## src/rtl/ksa_pkg.sv

```systemverilog
// ============================================================================
// Module   : ksa_pkg
// Brief    : Shared width, generate/propagate type and clog2 for the KSA family
// Revision : 1.0
// ============================================================================
`default_nettype none

package ksa_pkg;

    localparam int KSA_WIDTH = 32;

    typedef struct packed {
        logic g;
        logic p;
    } gp_t;

    function automatic int clog2(input int value);
        int r;
        int v;
        r = 0;
        v = value - 1;
        while (v > 0) begin
            r = r + 1;
            v = v >> 1;
        end
        return r;
    endfunction

endpackage

`default_nettype wire

```

## src/rtl/ksa_prefix_level.sv

```systemverilog
// ============================================================================
// Module   : ksa_prefix_level
// Brief    : One Kogge-Stone prefix level; bits below SPAN pass through
// Revision : 1.0
// ============================================================================
`default_nettype none

module ksa_prefix_level
    import ksa_pkg::*;
#(
    parameter int WIDTH = KSA_WIDTH,
    parameter int SPAN  = 1
) (
    input  gp_t [WIDTH-1:0] i_gp,
    output gp_t [WIDTH-1:0] o_gp
);

    for (genvar i = 0; i < WIDTH; i++) begin : g_bit
        if (i < SPAN) begin : g_pass
            assign o_gp[i] = i_gp[i];
        end else begin : g_comb
            assign o_gp[i].g = i_gp[i].g | (i_gp[i].p & i_gp[i-SPAN].g);
            assign o_gp[i].p = i_gp[i].p & i_gp[i-SPAN].p;
        end
    end

endmodule

`default_nettype wire

```

## src/rtl/ksa_sub_pipe_32bit.sv

```systemverilog
// ============================================================================
// Module   : ksa_sub_pipe_32bit
// Brief    : Two-stage Kogge-Stone subtractor A - B - Bin with valid/ready.
//            Define KSA_SUB_OVF_EN to add the registered signed-overflow Ovf.
// Revision : 1.0
// ============================================================================
`default_nettype none

module ksa_sub_pipe_32bit
    import ksa_pkg::*;
#(
    parameter int WIDTH         = KSA_WIDTH,
    parameter int STAGE1_LEVELS = 2
) (
    input  logic             clk,
    input  logic             rst_n,
    input  logic [WIDTH-1:0] A,
    input  logic [WIDTH-1:0] B,
    input  logic             Bin,
    input  logic             in_valid,
    output logic             in_ready,
    output logic [WIDTH-1:0] Diff,
    output logic             Bout,
    output logic             out_valid,
`ifdef KSA_SUB_OVF_EN
    output logic             Ovf,
`endif
    input  logic             out_ready
);

    localparam int c_NUM_LEVELS = clog2(WIDTH);

    gp_t [WIDTH-1:0] w_pre;
    gp_t [WIDTH-1:0] w_chain [0:c_NUM_LEVELS];
    gp_t [WIDTH-1:0] w_fin;
    logic [WIDTH-1:0] w_p;
    logic [WIDTH-1:0] w_fin_g;
    logic [WIDTH-1:0] w_carry;
    logic             w_unused_p;
    logic             w_adv1;
    logic             w_adv2;

    gp_t [WIDTH-1:0]  r_s1_gp;
    logic [WIDTH-1:0] r_s1_p;
    logic             r_s1_cin;
    logic             r_s1_valid;
    logic             r_s2_valid;
    logic [WIDTH-1:0] r_diff;
    logic             r_bout;
`ifdef KSA_SUB_OVF_EN
    logic             r_ovf;
`endif

    assign w_adv2   = !r_s2_valid || out_ready;
    assign w_adv1   = !r_s1_valid || w_adv2;
    assign in_ready = w_adv1;

    // Subtraction as A + ~B + ~Bin; the carry-in is folded into bit 0's generate
    for (genvar i = 0; i < WIDTH; i++) begin : g_pre
        assign w_p[i]     = A[i] ^ ~B[i];
        assign w_pre[i].p = w_p[i];
        if (i == 0) begin : g_cin
            assign w_pre[i].g = (A[i] & ~B[i]) | (w_p[i] & ~Bin);
        end else begin : g_plain
            assign w_pre[i].g = A[i] & ~B[i];
        end
    end

    assign w_chain[0] = w_pre;

    for (genvar k = 0; k < c_NUM_LEVELS; k++) begin : g_level
        if (k == STAGE1_LEVELS) begin : g_from_reg
            ksa_prefix_level #(.WIDTH(WIDTH), .SPAN(1 << k)) u_level (
                .i_gp (r_s1_gp),
                .o_gp (w_chain[k+1])
            );
        end else begin : g_from_chain
            ksa_prefix_level #(.WIDTH(WIDTH), .SPAN(1 << k)) u_level (
                .i_gp (w_chain[k]),
                .o_gp (w_chain[k+1])
            );
        end
    end

    if (STAGE1_LEVELS >= c_NUM_LEVELS) begin : g_fin_reg
        assign w_fin = r_s1_gp;
    end else begin : g_fin_tree
        assign w_fin = w_chain[c_NUM_LEVELS];
    end

    // Only the group generates matter after the last level
    always_comb begin
        w_unused_p = 1'b0;
        w_fin_g    = '0;
        for (int i = 0; i < WIDTH; i++) begin
            w_fin_g[i] = w_fin[i].g;
            w_unused_p = w_unused_p ^ w_fin[i].p;
        end
    end

    assign w_carry = {w_fin_g[WIDTH-2:0], r_s1_cin};

    always_ff @(posedge clk or negedge rst_n) begin
        if (!rst_n) begin
            r_s1_valid <= 1'b0;
            r_s1_gp    <= '0;
            r_s1_p     <= '0;
            r_s1_cin   <= 1'b0;
        end else if (w_adv1) begin
            r_s1_valid <= in_valid;
            if (in_valid) begin
                r_s1_gp  <= w_chain[STAGE1_LEVELS];
                r_s1_p   <= w_p;
                r_s1_cin <= ~Bin;
            end
        end
    end

    always_ff @(posedge clk or negedge rst_n) begin
        if (!rst_n) begin
            r_s2_valid <= 1'b0;
            r_diff     <= '0;
            r_bout     <= 1'b0;
`ifdef KSA_SUB_OVF_EN
            r_ovf      <= 1'b0;
`endif
        end else if (w_adv2) begin
            r_s2_valid <= r_s1_valid;
            if (r_s1_valid) begin
                r_diff <= r_s1_p ^ w_carry;
                r_bout <= ~w_fin_g[WIDTH-1];
`ifdef KSA_SUB_OVF_EN
                // Carry into MSB differing from carry out is exactly signed overflow
                r_ovf  <= w_fin_g[WIDTH-1] ^ w_fin_g[WIDTH-2];
`endif
            end
        end
    end

    assign Diff      = r_diff;
    assign Bout      = r_bout;
    assign out_valid = r_s2_valid;
`ifdef KSA_SUB_OVF_EN
    assign Ovf       = r_ovf;
`endif

endmodule

`default_nettype wire

```

## config.mk

```make
export PLATFORM = sky130hd
export DESIGN_NAME = ksa_sub_pipe_32bit
export DESIGN_NICKNAME = d
export VERILOG_FILES = /design/src/rtl/ksa_pkg.sv /design/src/rtl/ksa_prefix_level.sv /design/src/rtl/ksa_sub_pipe_32bit.sv
export SDC_FILE = /design/constraint.sdc
export NUM_CORES = 1
export LEC_CHECK = 0
export BUFFER_PORTS_ARGS = -buffer_cell sky130_fd_sc_hd__buf_2
export CORE_MARGIN = 10
export CORE_UTILIZATION = 28
export CTS_BUF_LIST = sky130_fd_sc_hd__clkbuf_8
export DETAILED_ROUTE_END_ITERATION = 16
export PLACE_DENSITY = 0.46
export SYNTH_ARGS = -nofsm -noshare
export SYNTH_HDL_FRONTEND = slang
export SYNTH_SLANG_ARGS = --single-unit
```

## constraint.sdc

```tcl
create_clock -name clk -period 3.47 [get_ports clk]
set_input_delay 0.1735 -clock clk [delete_from_list [all_inputs] [get_ports clk]]
set_output_delay 0.1735 -clock clk [all_outputs]
set_load 0.03 [all_outputs]
```

==> flow_summary.yaml, run 1 <==
floorplan:
  die_x_um: 175.1
  rows: 56
  core-area_sq_um: 23540
  pin_count: 104
  start_util_pct: 28.59
  die_h_um: 175.1
  die-area_sq_um: 30640
power:
  p_int_mw: 2.866
  p_leak_nw: 3.695
  seqPwrFrac_pct: 44.0
  total_power_mw: 4.544
  sw_frac_of_total_pct: 36.92
  pwr-share-clk_pct: 27.8
  p_sw_mw: 1.678
  peakVddDrop_mv: 0.2049
  combPwrFrac_pct: 28.2
  powerDensity_nw_per_um2: 571.7
sta:
  max_freq_mhz: 467.9
  setup-violations-final: 0
  hold_viol: 0
  period_needed_ns: 2.137
  finClkSkew_ns: 0.01376
  final.period_utilization_pct: 61.59
  rsz0062_at_grt: "no"
  drv_slew: 0
  max_slew_margin_pct: 42.31
  whs_ns: 0.1284
  setup_tns_ns: 0
  tightest_slew_ns: 0.8653
finish:
  drive_above_1_share_pct: 17.02
  final_cell_mix: "nand2_1, dfrtp_1, buf_2"
  nFillCells: 2540
  fin_cells: 1172
  synthToLayoutAreaGrowth_pct: 18.07
  nNetsFinal: 941
  layout_commonest_cell: "nand2_1"
  fin_util_pct: 33.76
worst_setup_path:
  cp_data_arrival_time_ns: 2.44
  worst-path-max-fanout: 59
  cp_cell_sequence: "nand3b_1 -> nand2_2 -> buf_12 -> o21ai_0"
  critPathTopFamily: "simple AND/OR/NAND/NOR gates"
  cp-start-kind: "flip-flop"
  slowest_stage: "dfrtp_1"
  cp_data_required_time_ns: 3.77
  path_class: "flip-flop to flip-flop"
  max_stage_delay_ns: 0.63
  critPathBufInv: 1
  end_kind: "flip-flop"
routing:
  drc: 0
  avgRoutedWirePerCell_um: 17.16
  avgViaCountPerCell: 4.798
  routed_wl_um: 20110
  first_pass_iters: 5
  postRouteAntennaNets: 0
  vias: 5623
  initialDrtViolationCount: 423
yosys:
  synth_nets: 852
  synth_edf_count: 0
  synth_flop_cell: "dfrtp_1"
  async_flop_share_pct: 100.0
  yosysWarnings: 0
  syn_area_per_cell_sq_um: 8.963
  syn_area_sq_um: 6731
  seq_area_frac_synth_pct: 47.58
  synth_cell_types: 45
  ys_ff_latch: 128
  syn_inst: 751
grt:
  grt_max_degree: 62
  grt_use_total_pct: 13.47
  overflow: 0
  antenna_found_initial: 0
  grt_pass1_vias: 5868
  grt_pass1_wl_um: 33250
clocking:
  cts_root_buf: "clkbuf_8"
  cts_buffers: 17
  path_clk_slew_ns: 0.07
  h-tree-depth: 4
  cts_tree: "done"
  cts_resized: 0
  clock_path_buffers: 2
  cts_sinks: 128
  insertion_delay_ns: 0.44
flow_run:
  max-cap-violations: 0
place:
  dp_hpwl_um: 15100
  dp_cells: 1137
  globalplace.congestion: 0.7819
  port_buffers: 103
hold_path:
  min-delay-path-class: "input pin to flip-flop"
status:
  outcome: "complete, no violations"
-- through the flow --
| step | worst slack [ns] | instance area (sq um) |
|---|---|---|
| floorplan | 1.635 | 6731 |
| global placement | 1.426 | 7533 |
| detailed placement | 1.319 | 7533 |
| CTS | 1.292 | 7945 |
| global route | 1.095 | 7945 |
| finish | 1.333 | 7948 |
-- worst reg2reg max path: cells and delay by family, from the launching register on --
family                 cells  cell delay (ns)
buffers and inverters      1             0.33
AOI/OAI and AO/OA          1             0.17
and+or+nand+nor            2             0.87
DFF                        1             0.63
-- flip-flops by register name, summed over array words and instances (netlist names) --
name and cells:
Diff 32, r_s1_cin 1, Bout 1, out_valid 1, r_s1_gp 60, r_s1_valid 1
r_s1_p 32
-- layer usage --
layer	track usage (%)	part of all wire, %	vias up
li1	-	-	2834
met1	19.11	51	2659
met2	20.54	45	113
met3	2.091	2.9	17
met4	4.097	1.1	0
met5	0	0	-
-- path summary, 6_finish.rpt --
kind,start,endpoint,slack [ns],depth (start not counted)
worst min register to register,Diff[1],Diff[1],0.47,2
worst max-delay path,r_s1_valid,r_s1_gp[24],1.33,4
worst min-delay path,A[0],r_s1_p[0],0.13,4
max in group asynchronous,rst_n,r_s1_gp[60],2.20,3
worst max register to register,r_s1_valid,r_s1_gp[24],1.33,4
min in group asynchronous,rst_n,r_s1_gp[5],0.38,2
-- cell usage after synthesis (2+ instances only) --
cell         n  area [sq um]
a2111o_1     4         45.04
a211oi_1     4         30.03
a211oi_2     2         25.02
a21boi_0     4         30.03
a21o_1      15         112.6
a21oi_1     34         170.2
a31oi_1     26         162.7
buf_2       13         65.06
buf_6        2         22.52
clkbuf_1    27         101.4
dfrtp_1    128          3203
ha_1        32         400.4
inv_1       45         168.9
nand2_1    159         596.8
nand2b_1     5         31.28
nand3_1      7         35.03
nand3b_1    17         127.6
nand4_1     27         168.9
nor2_1      34         127.6
nor2b_1      3         18.77
nor3_1       3         15.01
nor4_1       2         12.51
nor4b_1      2         17.52
o2111ai_1    4         35.03
o211ai_1    14         105.1
o21a_1      12         90.09
o21ai_0     70         350.3
o21bai_1     3         22.52
o311a_1      4         40.04
o311ai_1     4         35.03
o31ai_1      6         45.04
or3_1        4         25.02
or4_1        8         60.06
xnor2_1     13         113.9
xor2_1       4         35.03
-- timing repair --
item                                   in CTS  in global routing
buffers inserted                            0                  0
endpoints found under the hold margin      61                  0
hold buffers                                3                  0
-- kinds of logic after synthesis --
kind of cell | count (synthesis) | share of synthesized area (%)
and+or+nand+nor | 276 | 19.03
AOI/OAI and AO/OA | 209 | 19.70
DFF | 128 | 47.58
xor gates and xnor gates | 17 | 2.212
buffers and inverters | 88 | 5.372
muxes | 1 | 0.1487
adders and majority gates | 32 | 5.948
-- final cells by class --
class | count | area [sq um] | share of cell area, %
tap | 319 | 399.1 | 5.022
clock buffer | 19 | 261.5 | 3.290
multi-input combinational | 535 | 3171 | 39.89
inverter | 46 | 172.7 | 2.173
antenna | 1 | 2.502 | 0.03149
sequential | 128 | 3203 | 40.30
clock inverter | 12 | 120.1 | 1.511
timing repair buffer | 112 | 618.1 | 7.777
-- power groups by stage --
stage / Clock [mW] / Sequential, mW / Combinational, mW
3_3_place_gp: 0 / 2.03 / 1.30
6_report: 1.26 / 2.00 / 1.28
4_1_cts: 1.31 / 2.01 / 1.31
2_1_floorplan: 0 / 2.21 / 0.620
3_5_place_dp: 0 / 2.03 / 1.31
5_1_grt: 1.37 / 2.04 / 1.44
Power figures use the tool's default switching activity.
==> inputs of run 2 (changes only) <==
--- a/config.mk
+++ b/config.mk
@@ -10,7 +10,7 @@
 export CORE_UTILIZATION = 28
 export CTS_BUF_LIST = sky130_fd_sc_hd__clkbuf_8
 export DETAILED_ROUTE_END_ITERATION = 16
-export PLACE_DENSITY = 0.46
+export PLACE_DENSITY = 0.48
 export SYNTH_ARGS = -nofsm -noshare
 export SYNTH_HDL_FRONTEND = slang
 export SYNTH_SLANG_ARGS = --single-unit
==> constraint.sdc (replaced) <==
create_clock -name clk -period 1.9 [get_ports clk]
set_input_delay 0.095 -clock clk [delete_from_list [all_inputs] [get_ports clk]]
set_output_delay 0.095 -clock clk [all_outputs]
set_load 0.03 [all_outputs]
==> flow_summary.yaml, run 2 (same netlist as run 1, synthesis figures left out) <==
status:
  outcome: "complete, no violations"
place:
  globalplace.congestion: 0.7884
  placed_cell_area_sq_um: 7649
  port_buffers: 103
  dp_hpwl_um: 15330
worst_setup_path:
  rr_endpoint: "Diff[29]"
  cp_data_required_time_ns: 2.22
  end_kind: "flip-flop"
  r2r_slack_ns: 0.21
  r2r_cells: 4
  path_class: "flip-flop to flip-flop"
  reg2reg_from: "r_s1_gp[33]"
  cp_data_arrival_time_ns: 2.01
  cp-start-kind: "flip-flop"
  worst-path-max-fanout: 7
grt:
  grtUsageMet3_pct: 3.061
  top_usage_layer: "met2"
  grt_pass1_vias: 5911
  gr-usage-met1_pct: 19.06
  grt_util_met2_pct: 20.19
  grt_pass1_wl_um: 33020
  grt_max_degree: 73
  grt_use_total_pct: 13.53
  antenna_found_initial: 0
  overflow: 0
finish:
  largest_reg_flops: 60
  layout_commonest_cell: "nand2_1"
  fin_util_pct: 34.30
  nNetsFinal: 953
  nFillCells: 2515
  final_cell_mix: "nand2_1, dfrtp_1, buf_2"
  diodes: 0
  drive_above_1_share_pct: 17.92
  design_area_sq_um: 8075
  largest_register: "r_s1_gp"
  synthToLayoutAreaGrowth_pct: 19.96
clocking:
  clock_path_buffers: 2
  cts_sinks: 128
  cts_tree: "done"
  cts_buffers: 17
  cts_root_buf: "clkbuf_8"
  h-tree-depth: 4
  post_cts_buffers: 0
  cts_resized: 0
  insertion_delay_ns: 0.44
  path_clk_slew_ns: 0.07
floorplan:
  die_h_um: 175.1
  pin_count: 104
  core-area_sq_um: 23540
  rows: 56
  start_util_pct: 28.59
  die_x_um: 175.1
  die-area_sq_um: 30640
sta:
  final.period_utilization_pct: 88.75
  period_needed_ns: 1.686
  tightest_slew_ns: 0.8567
  setup-violations-final: 0
  whs_ns: 0.02526
  hold_viol: 0
  rsz0062_at_grt: "no"
  max_slew_margin_pct: 42.29
  finClkSkew_ns: 0.01241
  drv_slew: 0
  max_freq_mhz: 593.0
  setup_tns_ns: 0
routing:
  postRouteAntennaNets: 0
  initialDrtViolationCount: 384
  drc: 0
  avgViaCountPerCell: 4.764
  first_pass_iters: 5
  avgRoutedWirePerCell_um: 17.08
  routed_wl_um: 20230
  vias: 5641
hold_path:
  min-delay-path-class: "input pin to flip-flop"
  hold_path_end: "r_s1_p[0]"
  hold_depth: 4
  hold_path_startpoint: "A[0]"
power:
  p_leak_nw: 3.798
  powerDensity_nw_per_um2: 1042
  peakVddDrop_mv: 0.3211
flow_run:
  max-cap-violations: 0
## run 2: cell types whose count changed in the layout (fill, tap and decap cells not counted), sizes merged
cell and change:
inv +3, diode -1, clkbuf +3, buf +12, clkinvlp -5
## run 2: where the power goes
| group | switching [mW] | total (mW) | internal [mW] |
|---|---|---|---|
| combinational | 1.56 | 2.39 | 0.836 |
| sequential | 0.420 | 3.65 | 3.23 |
| clock | 1.06 | 2.37 | 1.31 |
| total | 3.04 | 8.41 | 5.38 |
## run 2: critical path, stage by stage, from the launching register on
cell	delay, ns
dfrtp_1	0.47
or4_1	0.54
a21oi_1	0.32
or4_1	0.18
nand3_1	0.06
## run 2: per-stage QoR
step	total power [mW]	instances	setup WS (ns)
after CTS	8.519	1184	0.1589
after global routing	8.951	1184	0.09512
final	8.414	1184	0.2137
after global placement	6.114	1149	0.2155
after floorplan	5.173	751	0.06507
after detailed placement	6.136	1149	0.1786
## run 2: final cells by class
class / instances / area, sq um / share of cell area [%]
Clock buffer: 22 / 302.8 / 3.750
Multi-Input combinational cell: 535 / 3171 / 39.26
Sequential cell: 128 / 3203 / 39.67
Clock inverter: 10 / 93.84 / 1.162
Inverter: 46 / 172.7 / 2.138
Tap cell: 319 / 399.1 / 4.943
Timing Repair Buffer: 124 / 733.2 / 9.080
## run 2: worst max path at each step
stage	end	from	slack, ns
4_1_cts	Diff[20]	r_s1_gp[7]	0.16
6_report	Diff[29]	r_s1_gp[33]	0.21
5_1_grt	r_s1_gp[7]	r_s1_valid	0.1
3_5_place_dp	Diff[20]	r_s1_gp[7]	0.18
3_3_place_gp	Diff[20]	r_s1_gp[7]	0.22
2_1_floorplan	r_s1_p[25]	out_valid	0.07
## run 2: timing repair
action                                  in CTS  in global routing
hold buffers                                 3                  0
endpoints found under the hold margin      130                  0
endpoints found under the setup margin       0                  0
## run 2: layer usage
layer | part of all wire, % | vias up
met5 | 0 | -
met2 | 44 | 109
li1 | - | 2852
met1 | 51 | 2667
met3 | 3.6 | 13
met4 | 1.3 | 0
==> inputs of run 3 (changes only) <==
--- a/config.mk
+++ b/config.mk
@@ -5,11 +5,13 @@
 export SDC_FILE = /design/constraint.sdc
 export NUM_CORES = 1
 export LEC_CHECK = 0
+export ABC_AREA = 1
 export BUFFER_PORTS_ARGS = -buffer_cell sky130_fd_sc_hd__buf_2
 export CORE_MARGIN = 10
 export CORE_UTILIZATION = 28
 export CTS_BUF_LIST = sky130_fd_sc_hd__clkbuf_8
 export DETAILED_ROUTE_END_ITERATION = 16
+export GPL_TIMING_DRIVEN = 0
 export PLACE_DENSITY = 0.48
 export SYNTH_ARGS = -nofsm -noshare
 export SYNTH_HDL_FRONTEND = slang
==> flow_summary.yaml, run 3 <==
yosys:
  synth_common_cells: "nand2_1, inv_1, dfrtp_1"
  yosysTopAreaCell: "dfrtp_1"
  async_flop_share_pct: 100.0
  seq_area_frac_synth_pct: 45.40
  synth-compound-area-share_pct: 15.52
  ys_ff_latch: 128
  syn_inst: 896
  synth_flop_cell: "dfrtp_1"
  synth_cell_types: 27
  synth_nets: 997
  synth_top_family_by_area: "simple AND/OR/NAND/NOR gates"
  synth_area_leaders: "dfrtp_1, nand2_1, inv_1"
  yosysWarnings: 0
  synth.top_cell.area_share_pct: 45.40
  synth_xor_area_share_pct: 1.862
  synth.most_common_cell: "nand2_1"
  syn_area_sq_um: 7056
  syn_area_per_cell_sq_um: 7.874
  synthMuxAreaShare_pct: 0
  synth-simple-area-share_pct: 19.35
  synth_fa_ha_area_share_pct: 5.675
  synth_edf_count: 0
sta:
  hold_viol: 0
  drv_slew: 0
  period_needed_ns: 1.468
  rsz0062_at_grt: "no"
  setup-violations-final: 0
  finClkSkew_ns: 0.007375
  final.period_utilization_pct: 77.27
  whs_ns: 0.04494
  final.setup.worst_slack_ns: 0.4319
  max_freq_mhz: 681.1
  max_slew_margin_pct: 68.87
  tightest_slew_ns: 0.4669
finish:
  largest_register: "r_s1_gp"
  largest_reg_flops: 60
  final_cell_mix: "nand2_1, inv_1, dfrtp_1"
  diodes: 0
  fin_util_pct: 33.70
  layout_commonest_cell: "nand2_1"
  fin_cells: 1364
  nFillCells: 2723
  synthToLayoutAreaGrowth_pct: 19.24
  nNetsFinal: 1123
  drive_above_1_share_pct: 17.41
worst_setup_path:
  slowest_stage: "dfrtp_1"
  rr_endpoint: "Diff[21]"
  end_kind: "flip-flop"
  critPathLaunch: "out_valid"
  reg2reg_from: "out_valid"
  critPathMostFrequentCell: "nand2_1"
  cp_cell_sequence: "nand2_1 -> nand2_2 -> inv_2 -> buf_2 -> nand3_1 -> nand2_1"
  worst-path-max-fanout: 10
  cp_data_arrival_time_ns: 1.86
  r2r_slack_ns: 0.43
  cp_data_required_time_ns: 2.29
  cp-start-kind: "flip-flop"
  path_class: "flip-flop to flip-flop"
  r2r_cells: 6
  crit_path_end: "Diff[21]"
  max_stage_delay_ns: 0.41
power:
  p_leak_nw: 4.577
  peakVddDrop_mv: 0.3404
  total_power_mw: 8.831
  powerDensity_nw_per_um2: 1050
grt:
  grt_pass1_vias: 6164
  antenna_found_initial: 0
  grt_max_degree: 83
  grt_use_total_pct: 14.28
  grt_pass1_wl_um: 34900
  overflow: 0
clocking:
  clock_path_buffers: 2
  cts_resized: 0
  h-tree-depth: 4
  path_clk_slew_ns: 0.08
  cts_tree: "done"
  cts_buffers: 17
  cts_root_buf: "clkbuf_8"
  insertion_delay_ns: 0.45
  cts_sinks: 128
floorplan:
  die-area_sq_um: 31950
  die_x_um: 178.7
  start_util_pct: 28.26
  rows: 58
  core-area_sq_um: 24960
  pin_count: 104
  die_h_um: 178.7
place:
  dp_cells: 1330
  globalplace.congestion: 0.8395
  dp_hpwl_um: 17300
  dp_worst_setup_slack_ns: 0.4455
  port_buffers: 103
routing:
  routed_wl_um: 22140
  initialDrtViolationCount: 419
  avgViaCountPerCell: 4.457
  vias: 6080
  avgRoutedWirePerCell_um: 16.23
  first_pass_iters: 5
  drc: 0
  postRouteAntennaNets: 0
status:
  outcome: "complete, no violations"
hold_path:
  min-delay-path-class: "input pin to flip-flop"
flow_run:
  max-cap-violations: 0
run 3: cell types whose count changed after synthesis, sizes merged, moves of 18 or more:
cell	previous run	this run
nand2	160	292
clkbuf	27	1
nand3	7	38
o31ai	6	24
nor2	35	14
o21ai	70	108
inv	46	169
nand4	27	1
run 3: worst max-delay path, delay by kind of cell, from the launching register on:
kind          cells  cell delay (ns)
buf+inv           2             0.49
flops             1             0.41
simple gates      4             0.52
run 3: how the worst min path moves through the flow:
stage | start | endpoint | slack, ns | depth (start not counted)
after global routing | A[0] | r_s1_p[0] | 0.07 | 4
final | A[0] | r_s1_p[0] | 0.04 | 4
after CTS | A[0] | r_s1_p[0] | 0.04 | 4
after floorplan | rst_n | Bout | -0.20 | 0
after detailed placement | rst_n | r_s1_p[4] | 0.07 | 1
after global placement | Bin | r_s1_cin | 0.33 | 2
run 3: cell type report:
cell class                      instances  area (sq um)  area share, %
Clock inverter                         12         103.9          1.234
Inverter                              169         634.4          7.540
Multi-Input combinational cell        573          2992          35.56
Sequential cell                       128          3203          38.07
Clock buffer                           19         261.5          3.108
Timing Repair Buffer                  107         579.3          6.886
Tap cell                              330         412.9          4.908
Buffer                                 26         226.5          2.692
run 3: through the flow:
stage	area, sq um	setup TNS, ns
after floorplan	7056	0
after global placement	7984	-157.44
after detailed placement	8018	0
after CTS	8413	0
after global routing	8413	0
final	8413	0
run 3: timing repair:
| action | in CTS | in global routing |
|---|---|---|
| setup buffers | 0 | 0 |
| hold endpoints to repair | 49 | 0 |
| hold buffers | 3 | 0 |
run 3: power breakdown:
part	leakage (nW)	switching (mW)	internal, mW	total (mW)
Sequential	1.61	0.414	3.31	3.72
Combinational	2.75	1.93	0.911	2.84
Clock	0.211	1.08	1.19	2.27
run 3: routing by layer:
metal	GRT usage (%)	routed length, um	vias to the layer above
met5	0	0	-
met4	4.271	368	0
met3	3.201	1019	20
met2	22.89	10320	113
met1	18.82	10430	2868
li1	-	-	3079
run 3: kinds of logic after synthesis:
kind of cell    after synthesis
fa+ha+maj                    32
compound gates              180
xor+xnor                     15
flops                       128
buf+inv                     195
simple gates                346
